**config.mk**
```make
export PLATFORM = sky130hd
export DESIGN_NAME = hazard_ctrl
export DESIGN_NICKNAME = d
export VERILOG_FILES = /design/src/rtl/hazard_ctrl.sv
export SDC_FILE = /design/constraint.sdc
export NUM_CORES = 1
export LEC_CHECK = 0
export CAP_MARGIN = 0
export CORE_UTILIZATION = 46
export DETAILED_ROUTE_END_ITERATION = 8
export GPL_ROUTABILITY_DRIVEN = 0
export PLACE_DENSITY = 0.78
export SYNTH_ARGS = -nofsm -noshare
export SYNTH_HDL_FRONTEND = slang
export SYNTH_SLANG_ARGS = --single-unit
```
**constraint.sdc**
```tcl
create_clock -name clk -period 2.8 [get_ports clk]
set_input_delay 0.56 -clock clk [delete_from_list [all_inputs] [get_ports clk]]
set_output_delay 0.56 -clock clk [all_outputs]
set_load 0.01 [all_outputs]
```
**src/rtl/hazard_ctrl.sv**
```systemverilog
//==============================================================================
// Module   : hazard_ctrl
// Purpose  : Pipeline hazard unit. It handles forwarding, load-use stalls,
//            branch flushes, memory-wait freeze with timeout, and the
//            stall/flush performance counters.
// Revision : 1.0
//==============================================================================
`default_nettype none

module hazard_ctrl #(
    parameter int TIMEOUT = 16
) (
    input  logic        clk,
    input  logic        reset,
    input  logic [4:0]  Rs1D,
    input  logic [4:0]  Rs2D,
    input  logic [4:0]  Rs1E,
    input  logic [4:0]  Rs2E,
    input  logic [4:0]  RdE,
    input  logic        ResultSrcE0,
    input  logic        PCSrcE,
    input  logic [4:0]  RdM,
    input  logic [4:0]  RdW,
    input  logic        RegWriteM,
    input  logic        RegWriteW,
    input  logic        MemReqM,
    input  logic        MemReadyM,
    output logic        StallF,
    output logic        StallD,
    output logic        StallE,
    output logic        StallM,
    output logic        FlushD,
    output logic        FlushE,
    output logic [1:0]  ForwardAE,
    output logic [1:0]  ForwardBE,
    output logic        MemErr,
    output logic [15:0] StallCnt,
    output logic [15:0] FlushCnt
);

    localparam logic [1:0] c_ST_RUN     = 2'd0;
    localparam logic [1:0] c_ST_MEMWAIT = 2'd1;
    localparam logic [1:0] c_ST_ERR     = 2'd2;

    localparam logic [7:0]  c_WAIT_LAST = 8'(TIMEOUT - 1);
    localparam logic [15:0] c_CNT_MAX   = 16'hFFFF;

    logic [1:0]  r_state;
    logic [7:0]  r_wait_cnt;
    logic [15:0] r_stall_cnt;
    logic [15:0] r_flush_cnt;

    logic        w_mem_pend;
    logic        w_freeze;
    logic        w_lw_stall;
    logic        w_stall_fd;
    logic        w_flush_d;
    logic        w_flush_e;
    logic [1:0]  w_fwd_a;
    logic [1:0]  w_fwd_b;

    // Memory stage has priority over Writeback; x0 never forwards.
    function automatic logic [1:0] fwd_sel(input logic [4:0] rs);
        if (RegWriteM && (RdM != 5'd0) && (RdM == rs))
            return 2'b10;
        else if (RegWriteW && (RdW != 5'd0) && (RdW == rs))
            return 2'b01;
        else
            return 2'b00;
    endfunction

    always_comb begin
        w_fwd_a    = fwd_sel(Rs1E);
        w_fwd_b    = fwd_sel(Rs2E);
        w_lw_stall = ResultSrcE0 && (RdE != 5'd0) && ((RdE == Rs1D) || (RdE == Rs2D));
        w_mem_pend = MemReqM && !MemReadyM;
        w_freeze   = (r_state == c_ST_ERR) || w_mem_pend;
        w_stall_fd = w_freeze || (w_lw_stall && !PCSrcE);
        w_flush_d  = !w_freeze && PCSrcE;
        w_flush_e  = !w_freeze && (PCSrcE || w_lw_stall);
    end

    // The combinational controls are forced low while reset is held.
    assign StallF    = reset & w_stall_fd;
    assign StallD    = reset & w_stall_fd;
    assign StallE    = reset & w_freeze;
    assign StallM    = reset & w_freeze;
    assign FlushD    = reset & w_flush_d;
    assign FlushE    = reset & w_flush_e;
    assign ForwardAE = reset ? w_fwd_a : 2'b00;
    assign ForwardBE = reset ? w_fwd_b : 2'b00;
    assign MemErr    = (r_state == c_ST_ERR);
    assign StallCnt  = r_stall_cnt;
    assign FlushCnt  = r_flush_cnt;

    always_ff @(posedge clk or negedge reset) begin
        if (!reset) begin
            r_state    <= c_ST_RUN;
            r_wait_cnt <= 8'd0;
        end else begin
            case (r_state)
                c_ST_RUN: begin
                    if (w_mem_pend) begin
                        r_state    <= c_ST_MEMWAIT;
                        r_wait_cnt <= 8'd1;
                    end
                end
                c_ST_MEMWAIT: begin
                    if (MemReadyM) begin
                        r_state    <= c_ST_RUN;
                        r_wait_cnt <= 8'd0;
                    end else if (r_wait_cnt == c_WAIT_LAST) begin
                        r_state    <= c_ST_ERR;
                    end else begin
                        r_wait_cnt <= r_wait_cnt + 8'd1;
                    end
                end
                c_ST_ERR: begin
                    r_state <= c_ST_ERR;
                end
                default: begin
                    r_state    <= c_ST_RUN;
                    r_wait_cnt <= 8'd0;
                end
            endcase
        end
    end

    always_ff @(posedge clk or negedge reset) begin
        if (!reset) begin
            r_stall_cnt <= 16'd0;
            r_flush_cnt <= 16'd0;
        end else begin
            if (w_stall_fd && (r_stall_cnt != c_CNT_MAX))
                r_stall_cnt <= r_stall_cnt + 16'd1;
            if (w_flush_d && (r_flush_cnt != c_CNT_MAX))
                r_flush_cnt <= r_flush_cnt + 16'd1;
        end
    end

endmodule

`default_nettype wire

```
Word level (Yosys, flattened, before mapping)
Index checks and enable logic that the tools add are counted.
- $add $sub $neg: 3
- eq/ne operators: 14
- multiplexer cells: 14
- bitwise operators: 5
- reductions and logical operators: 27
- operator list (kind ; count):
    16-bit by 1-bit adder with 16-bit output, second input constant ; 2
    16-bit inequality test, second input constant ; 2
    5-bit equality test ; 6
    8-bit 2-to-1 mux ; 3
    8-bit case mux with 3 select lines ; 1
    5-bit nonzero test ; 3
    1-bit logical AND ; 14
    2-bit 2-to-1 mux ; 7
    8-bit by 1-bit adder with 8-bit output, second input constant ; 1
    8-bit by 4-bit equality test with 1-bit output, second input constant ; 1
    3-bit inequality test, second input constant ; 2
    2-bit case mux with 3 select lines ; 1
    1-bit AND ; 4
    1-bit logical OR ; 4
    1-bit zero test ; 3
    3-bit AND reduction ; 1
    2-bit by 1-bit equality test with 1-bit output, second input constant ; 1
    2-bit equality test, second input constant ; 1
    2-bit zero test ; 1
    1-bit 2-to-1 mux ; 2
    2-bit inequality test, second input constant ; 1
    2-bit AND reduction ; 1
    1-bit NOT ; 1
- register bits: 42
- input bits: 43
- output and inout bits: 43
- logic and storage cells: 67

Logic depth before layout (Yosys ltp)
- depth in word-level cells: 6
- mapped depth: 8
- gate-level depth less buffers: 7

Worst setup path after synthesis
OpenSTA, ideal clock, no wires.
- path kind: input to output
- start: input port RdM[1]
- end: output port ForwardBE[0]
- data arrival time: 1.802 ns
- required time: 2.240 ns
- path slack: 0.438 ns
- stages on the path: 4
- path buffers: 0
- cells stage by stage: or4_1 > o21ai_0 > nor4_1 > nor4_1
- longest elaborated chain between the ends: 5
- elaborated cells on any way between the ends: 6
- those cells by class: eq/ne: 1; mux: 2; reduce/logical: 3
- ends and longest elaborated chain (item ; line ; text):
    start, declared ; 22 ; input logic [4:0] RdM,
    5-bit nonzero test ; 64 ; if (RegWriteM && (RdM != 5'd0) && (RdM == rs))
    1-bit logical AND ; 64 ;
    1-bit logical AND * ; 64 ;
    2-bit 2-to-1 mux * ; 64 ;
    2-bit 2-to-1 mux * ; 91 ; assign ForwardBE = reset ? w_fwd_b : 2'b00;
    end, declared ; 35 ; output logic [1:0] ForwardBE,
Every way passes the cells marked *; elsewhere a longest branch is shown, timed or not.

Worst setup path in the final report
- start: input port RdW[0]
- end: output port ForwardBE[0]
- longest elaborated chain between the ends: 6
- elaborated cells on any way between the ends: 7
- those cells by class: eq/ne: 1; mux: 3; reduce/logical: 3
- ends and longest elaborated chain (item ; line ; text):
    start, declared ; 23 ; input logic [4:0] RdW,
    5-bit nonzero test ; 66 ; else if (RegWriteW && (RdW != 5'd0) && (RdW == rs))
    1-bit logical AND ; 66 ;
    1-bit logical AND * ; 66 ;
    1-bit 2-to-1 mux * ; 66 ;
    2-bit 2-to-1 mux * ; 64 ;
    2-bit 2-to-1 mux * ; 91 ;
Marked as above.

==> impl_metrics.tcl <==
set metrics [dict create \
    fp.dieH_um 76.67 \
    drt-wirelength-per-cell_um 14.48 \
    layout_worst_path_cycle_share 0.9835 \
    post_synth_main_area_contributors "sky130_fd_sc_hd__dfrtp_1, sky130_fd_sc_hd__xor2_1, sky130_fd_sc_hd__xnor2_1" \
    place.port_buffers 85 \
    detailroute.via_count 2402 \
    place.detailed.instances 450 \
    timing.clock.skew_ns 0.006065 \
    worstReg2RegStart "StallCnt[0]" \
    synth-seq-cells 42 \
    area.sequential_um2 1051 \
    final.min_clock_period_ns 2.754 \
    antenna_found_initial 0 \
    cts_max_level 2 \
    worstSetupEndpointType "output port" \
    drc_errors 0 \
    post_synth.cell_area_avg_um2 9.465 \
    timing.final.hold_violations 0 \
    timing.critical_path.arrival_ns 2.19 \
    r2r-end "StallCnt[8]" \
    synthDistinctLibCells 49 \
    place_hpwl_um 4961 \
    fp.dieArea_um2 5878 \
    dr.first_iter.drc_count 70 \
    worstPathMaxFanout 2 \
    synth_instances 271 \
    grt_use_total 0.2291 \
    grt_max_degree 49 \
    core_um2 5238 \
    final_layout_size_suffix_gt1_frac 0.1837 \
    grt_setup_unrepaired "false" \
    synth_most_common_cell "sky130_fd_sc_hd__dfrtp_1" \
    syn_to_final_growth_pct 51.95 \
    antenna-diode-count 0 \
    ios 86 \
    multiInputGateArea_um2 1521 \
    worst_skew_pair.late_latency_ns 0.29 \
    cts.sink_count 42 \
    cts_hold_buffers 0 \
    worst-r2r-cell-count 8 \
    numCtsBuffers 5 \
    synth.yosys.seq_area_share 0.4098 \
    totalWireLength_um 6691 \
    timing.hold.ws_ns 0.3950 \
    critical_path.startpoint_type "input pin" \
    yosys_warning_total 0 \
    run_status "finished clean" \
    power.leakage_nw 1.681 \
    cts_tree "built" \
    die_extent_in_x_um 76.67 \
    finish.cell_count_without_fillers 462 \
    maxClockFrequency_ghz 0.3631 \
    r2r_slack_ns 0.64 \
    required_ns 2.24 \
    worstSetupPathType "in2out" \
    grt_pass1_wl_um 10740 \
    setup-tns-final_ns 0 \
    timing_worst_slew_pin_value_ns 0.5540 \
    hold_path_class "in2async" \
    drt.antenna.violating_nets 0 \
    synthesis.area_um2 2565 \
    worst_voltage_drop_across_the_vdd_grid_mv 0.4382 \
    layout_filler_cell_count 390 \
    power.density_nw_per_um2 535.0 \
    setup-violations-final 0 \
    post-route-util 0.7441 \
    cap_violations 0 \
    maxSlewViolCount 0 \
    synth_area_leader_cell "sky130_fd_sc_hd__dfrtp_1" \
    globalRouteOverflowTotal 0 \
    synth_commonest_cells "sky130_fd_sc_hd__dfrtp_1, sky130_fd_sc_hd__xor2_1, sky130_fd_sc_hd__nand2_1, sky130_fd_sc_hd__xnor2_1, sky130_fd_sc_hd__nor2_1" \
    cts-root-to-sink-buffers 2 \
    ys_dominant_reg_cell "sky130_fd_sc_hd__dfrtp_1" \
    slew-limit-headroom 0.6307 \
    clk_pin_slew_ns 0.08 \
    grt_pass1_vias 2405 \
    syn-num-nets 317 \
    viasPerCell 5.199 \
    nNetsFinal 437 \
    start_util 0.4897 \
    synth-edff-count 0 \
    placement_rows 26 \
    clk_root_buffer_cell "sky130_fd_sc_hd__clkbuf_8" \
    detail_route.first_pass.iterations 4 \
    async_set_reset_flop_share_out_of_synthesis 1.000 \
    synth_top_cell_area_share 0.4098 \
]
[per-layer routing]
layer  vias to the layer above  wire length [um]  global-route usage
met5                         -                 0                   0
met4                         0               117             0.06154
met3                        11               263             0.04643
met2                        52              3555              0.4268
met1                      1152              2755              0.2630
li1                       1187                 -                   -
[per-stage QoR]
| step | area (um2) | power (W) | setup WS [ns] |
|---|---|---|---|
| detailed placement | 3681 | 0.001609 | -0.4822 |
| global placement | 3681 | 0.001588 | -0.4006 |
| finish | 3897 | 0.002085 | 0.04627 |
| floorplan | 2565 | 0.001185 | 0.4381 |
| CTS | 3824 | 0.002093 | -0.04949 |
| global route | 3897 | 0.002205 | 0.004915 |
[worst max-delay path by stage]
| stage | start | end | slack (ns) | cells after the start |
|---|---|---|---|---|
| 2_1_floorplan | RdM[1] | ForwardBE[0] | 0.44 | 4 |
| 3_3_place_gp | RdM[1] | ForwardBE[0] | -0.40 | 6 |
| 3_5_place_dp | RdM[1] | ForwardBE[0] | -0.48 | 6 |
| 4_1_cts | RdM[1] | ForwardBE[0] | -0.05 | 6 |
| 5_1_grt | RdE[1] | FlushE | 0.005 | 8 |
| 6_report | RdW[0] | ForwardBE[0] | 0.05 | 5 |
[cell usage in the layout, fill, tap and decap left out, drive strengths merged, types with 2 or more instances in the layout]
master	netlist	routed
mux2	2	2
and2	5	5
or4	4	4
clkbuf	1	7
dfrtp	42	42
nor4	5	5
nand2	25	25
inv	7	7
dlymetal6s2s	0	8
nand3	18	18
dlygate4sd2	0	3
xnor2	25	25
nor3	12	12
and3	5	5
o21ai	11	11
o22ai	2	2
a21oi	11	11
xor2	34	34
ha	3	3
or3	5	5
nand4	9	9
clkdlybuf4s15	0	3
clkdlybuf4s50	0	67
o211ai	2	2
nor2	22	22
mux2i	2	2
buf	4	36
a211oi	2	2
[critical path: stages]
cell                              delay (ns)
sky130_fd_sc_hd__clkdlybuf4s50_1        0.51
sky130_fd_sc_hd__o211ai_1               0.13
sky130_fd_sc_hd__or4_4                  0.55
sky130_fd_sc_hd__nor4_2                 0.27
sky130_fd_sc_hd__buf_2                  0.17
[cell families (layout without fill, tap and decap cells)]
group	count (synthesis)	in the layout	share of synthesized area
compound gates	37	37	0.1005
buf+inv	12	133	0.02390
flops	42	42	0.4098
simple gates	114	114	0.2332
mux	4	4	0.01659
xor+xnor	59	59	0.2015
fa+ha+maj	3	3	0.01464
[area by class of cell]
| cell class | instances | share of cell area |
|---|---|---|
| Multi-Input combinational cell | 217 | 0.3904 |
| Inverter | 7 | 0.006742 |
| Tap cell | 70 | 0.02247 |
| Clock inverter | 2 | 0.009631 |
| Clock buffer | 6 | 0.01862 |
| Sequential cell | 42 | 0.2697 |
| Timing Repair Buffer | 118 | 0.2825 |
[state kept, by name, indices dropped and copies added, names as in the netlist]
| register | flops |
|---|---|
| FlushCnt | 16 |
| StallCnt | 16 |
| r_state | 2 |
| r_wait_cnt | 8 |
[what timing repair did]
action,CTS,global route
setup buffers,2,2
gates resized for setup,25,23
endpoints found under the setup margin,7,7
gates cloned,0,0
pin swaps,2,8
[power by group]
| part | total, W | switching (W) | internal, W | leakage [nW] |
|---|---|---|---|---|
| sequential | 0.000885 | 0.000160 | 0.000725 | 0.534 |
| combinational | 0.000730 | 0.000310 | 0.000420 | 1.10 |
| clock | 0.000471 | 0.000205 | 0.000266 | 0.0514 |
No activity file was read; power rests on OpenSTA's default activity.
==> patch 1, RTL diff (same flow settings) <==
Register the output `FlushCnt` once more, cleared by the reset; this adds one clock of latency there. The other outputs are not delayed to match.
--- a/src/rtl/hazard_ctrl.sv
+++ b/src/rtl/hazard_ctrl.sv
@@ -93,3 +93,9 @@
     assign StallCnt  = r_stall_cnt;
-    assign FlushCnt  = r_flush_cnt;
+    always_ff @(posedge clk or negedge reset) begin
+        if (!reset) begin
+            FlushCnt <= '0;
+        end else begin
+            FlushCnt <= r_flush_cnt;
+        end
+    end
 
Check against the original RTL: not equivalent (a bounded check fails within 4 cycles, from zero or initial values and one cycle with reset low).
==> patch 1 against the unedited design <==
- worst setup slack gained 0.023 ns
- routed wire length grew 4.9%
- die area up 15%
- via count rose by 4.4%
- synthesized area up 15%
- non-clock buffer count shrank 5
- fmax up 0.85%
- clock skew grew 0.00081 ns
- sequential cell count rose by 16
- sequential share of layout area up 6.3 points
- power grew 27%
- design area is 12% higher
- first-iteration DRC count grew 46%
- critical path type unchanged
- largest cell class unchanged
==> patch 1: results (changes against the unedited design) <==
[worst_setup_path]
regToRegStartpoint=r_wait_cnt[0]  ; was StallCnt[0]
worstRegToRegCells=7  ; was 8
crit_arrival_ns=2.17  ; was 2.19 ns
critical_path.max_fanout=3  ; was 2
critical_path.reg2reg.endpoint=r_wait_cnt[7]  ; was StallCnt[8]

[place]
placed_cells_incl_taps=457  ; was 450
dpl.hpwl_microns=5250  ; was 4960 microns
preCtsSetupSlack_ns=-0.486  ; was -0.482 ns
placement.cell_area_sq_um=4080  ; was 3680 sq um

[global_routing]
track_usage_pct=22.8  ; was 22.9%
first_global_vias=2613  ; was 2405
grt_first_pass_wirelength_microns=11300  ; was 10700 microns
grt_max_degree=34  ; was 49

[timing]
finalClockSkew_ns=0.00687  ; was 0.00607 ns
max_slew_margin_pct=60.9  ; was 63.1%
worst_hold_slack_ns=0.282  ; was 0.395 ns

[power]
p_per_area_nw_per_um2=608  ; was 535 nW/um^2
clkPwrFrac_pct=32.2  ; was 22.6%
p_leak_nw=1.93  ; was 1.68 nW
switch_share_pct=29.7  ; was 32.3%
vdd.ir_drop.worst_v=0.000522  ; was 0.000438 V
pg_comb_mw=0.658  ; was 0.730 mW

[yosys]
post_synthesis_net_count=319  ; was 317
synth.top_cells.by_area=sky130_fd_sc_hd__dfrtp_1, sky130_fd_sc_hd__xnor2_1, sky130_fd_sc_hd__xor2_1, sky130_fd_sc_hd__nand4_1, sky130_fd_sc_hd__nand3_1  ; was sky130_fd_sc_hd__dfrtp_1, sky130_fd_sc_hd__xor2_1, sky130_fd_sc_hd__xnor2_1, sky130_fd_sc_hd__nand2_1, sky130_fd_sc_hd__nand3_1
syn_area_per_cell_sq_um=10.8  ; was 9.46 sq um
ys_top_cells_by_count=sky130_fd_sc_hd__dfrtp_1, sky130_fd_sc_hd__xnor2_1, sky130_fd_sc_hd__xor2_1, sky130_fd_sc_hd__nand3_1, sky130_fd_sc_hd__nand4_1  ; was sky130_fd_sc_hd__dfrtp_1, sky130_fd_sc_hd__xor2_1, sky130_fd_sc_hd__nand2_1, sky130_fd_sc_hd__xnor2_1, sky130_fd_sc_hd__nor2_1
yosysSeqAreaShare_pct=49.0  ; was 41.0%

[routing]
routed-via-count=2508  ; was 2402
avgRoutedWirePerCell_microns=14.8  ; was 14.5 microns
detail_route.wirelength_microns=7020  ; was 6690 microns

[clock_tree]
cts_made_buffers=9  ; was 5
clkLatencyLatePin_ns=0.33  ; was 0.29 ns

[final_layout]
final.fill_count=447  ; was 390
final_layout_size_suffix_gt1_share_pct=16.8  ; was 18.4%
fin_area_sq_um=4360  ; was 3900 sq um
finish.net_count=439  ; was 437

[outcome]
run_status=finished clean  ; unchanged

[patch 1: cell count changes after synthesis, moves of 6 or more]
cell                      delta
sky130_fd_sc_hd__nand4_1     +8
sky130_fd_sc_hd__nand2_1    -11
sky130_fd_sc_hd__xnor2_1     +6
sky130_fd_sc_hd__nor3_1      -6
sky130_fd_sc_hd__o21ai_0     -6
sky130_fd_sc_hd__and3_1      +6
sky130_fd_sc_hd__nor2_1      -7
sky130_fd_sc_hd__dfrtp_1    +16
[patch 1: area by class of cell]
class                      count  area share, %
inverter                       8          0.689
timing repair buffer         113           24.3
sequential                    58           33.3
multi-input combinational    203           34.4
tap                           75           2.15
clock buffer                   9           2.84
clock inverter                 7           2.35
[patch 1: cell families (layout without fill, tap and decap cells)]
| group | Yosys count | in the layout | share of synthesized area [%] |
|---|---|---|---|
| compound gates | 25 | 25 | 6.64 |
| xor+xnor | 62 | 62 | 18.4 |
| fa+ha+maj | 3 | 3 | 1.27 |
| buf+inv | 12 | 137 | 2.16 |
| flops | 58 | 58 | 49.0 |
| mux | 4 | 4 | 1.44 |
| simple gates | 109 | 109 | 21.1 |
[patch 1: routing by layer]
layer	up-vias	GRT usage [%]
li1	1211	-
met1	1208	25.5
met2	82	40.3
met3	7	7.14
met4	0	8.95
met5	-	0
[patch 1: worst max path at each step]
stage	from	endpoint	slack, ns	cells past startpoint
CTS	RdM[3]	ForwardBE[0]	-0.06	6
global route	RdE[2]	StallF	0.02	7
finish	RdE[2]	StallF	0.07	7
detailed placement	RdM[2]	ForwardBE[0]	-0.49	6
floorplan	RdE[1]	StallF	0.37	6
global placement	RdM[2]	ForwardBE[0]	-0.45	6
[patch 1: timing repair]
item                                    4_1_cts  5_1_grt
hold buffers                                  0        0
gates resized for setup                      29       14
pin swaps                                     3        8
endpoints found under the setup margin        7        6
buffers inserted                              1        0
==> patch 2, RTL diff (same flow settings) <==
Without the edit above. Set the parameter `TIMEOUT` to 15 (it was 16).
--- a/src/rtl/hazard_ctrl.sv
+++ b/src/rtl/hazard_ctrl.sv
@@ -10,3 +10,3 @@
 module hazard_ctrl #(
-    parameter int TIMEOUT = 16
+    parameter int TIMEOUT = 15
 ) (
Behaviour: same outputs for any inputs over 10 cycles, from zero or initial values and one cycle with reset low; that may be too few to reach the edited logic, so the function may still have changed.
==> patch 2 against the unedited design <==
- sequential share of layout area rose by 0.89 points
- utilization fell by 1.9 points
- critical path type unchanged
- synthesized area fell by 0.98%
- power fell by 11%
- non-clock buffer count fell by 6
- routed wire length fell by 5.5%
- worst setup slack got worse by 0.013 ns
- global-route usage fell by 0.72 points
- sequential cell count did not move
- design area fell by 3.2%
- highest routed layer unchanged
==> patch 2: results (changes against the unedited design) <==
[power]
power.share.sequential_pct=45.4  ; was 42.4%
power.share.combinational_pct=33.7  ; was 35.0%
power.net_switching_mw=0.617  ; was 0.674 mW
p_per_area_nw_per_um2=493  ; was 535 nW/um^2
p_leak_nw=1.61  ; was 1.68 nW
vdd.ir_drop.worst_v=0.000501  ; was 0.000438 V

[final_layout]
final_layout_size_suffix_gt1_share_pct=15.8  ; was 18.4%
number_of_buffers_outside_the_clock_class_in_the_layout=112  ; was 118
multiInputGateArea_sq_um=1500  ; was 1520 sq um
clock_cell_area_share_pct=2.39  ; was 2.83%
finish.net_count=420  ; was 437
final.fill_count=405  ; was 390

[yosys]
post_synthesis_net_count=308  ; was 317
yosysSeqAreaShare_pct=41.4  ; was 41.0%
ys_top_cells_by_count=sky130_fd_sc_hd__dfrtp_1, sky130_fd_sc_hd__xnor2_1, sky130_fd_sc_hd__xor2_1, sky130_fd_sc_hd__nand3_1, sky130_fd_sc_hd__nor2_1  ; was sky130_fd_sc_hd__dfrtp_1, sky130_fd_sc_hd__xor2_1, sky130_fd_sc_hd__nand2_1, sky130_fd_sc_hd__xnor2_1, sky130_fd_sc_hd__nor2_1

[outcome]
run_status=finished clean  ; unchanged

[routing]
met3_length_microns=345  ; was 263 microns
wl_met2_microns=3040  ; was 3560 microns
drt_iter0_drc=85  ; was 70
detail_route.wirelength_microns=6320  ; was 6690 microns
routed-via-count=2334  ; was 2402

[global_routing]
grt_max_degree=34  ; was 49
first_global_vias=2257  ; was 2405
gr-usage-met1_pct=28.9  ; was 26.3%
grt_first_pass_wirelength_microns=10400  ; was 10700 microns

[clock_tree]
cts_setup_buffers=1  ; was 2
cts_resized=26  ; was 25

[timing]
timing.final.crit_period_ns=2.77  ; was 2.75 ns
worst_hold_slack_ns=0.330  ; was 0.395 ns
max_slew_margin_pct=71.2  ; was 63.1%

[place]
preCtsSetupSlack_ns=-0.441  ; was -0.482 ns
dpl.hpwl_microns=4670  ; was 4960 microns
placed_cells_incl_taps=435  ; was 450

[floorplanning]
core_region_area_sq_um=5200  ; was 5240 sq um

[worst_setup_path]
rrSetupSlack_ns=0.69  ; was 0.64 ns
critical_path.reg2reg.endpoint=StallCnt[1]  ; was StallCnt[8]

-- patch 2: cell count changes after synthesis, sizes merged, moves of 3 or more --
| cell | change |
|---|---|
| nand2 | -9 |
| xnor2 | +4 |
| nand3 | +3 |
| a21oi | -3 |
| or3 | -5 |
| xor2 | -6 |
| nor3 | -8 |
| a31oi | +4 |
| nor2 | -5 |
| and3 | +7 |
| inv | -4 |
| nand4 | +3 |
-- patch 2: logic make-up after synthesis --
kind of cell             share of synthesized area [%]
AO/OA/AOI/OAI                                     8.28
flip-flops                                        41.4
multiplexers                                      2.17
AND/OR/NAND/NOR                                   24.4
XOR/XNOR                                          19.7
adder cells (fa/ha/maj)                           1.97
buffers and inverters                             2.12
-- patch 2: critical path, stage by stage --
cell,delay [ns]
sky130_fd_sc_hd__clkdlybuf4s50_1,0.44
sky130_fd_sc_hd__or4_4,0.51
sky130_fd_sc_hd__o21ai_4,0.20
sky130_fd_sc_hd__nor4_4,0.08
sky130_fd_sc_hd__nor4_2,0.25
sky130_fd_sc_hd__buf_2,0.16
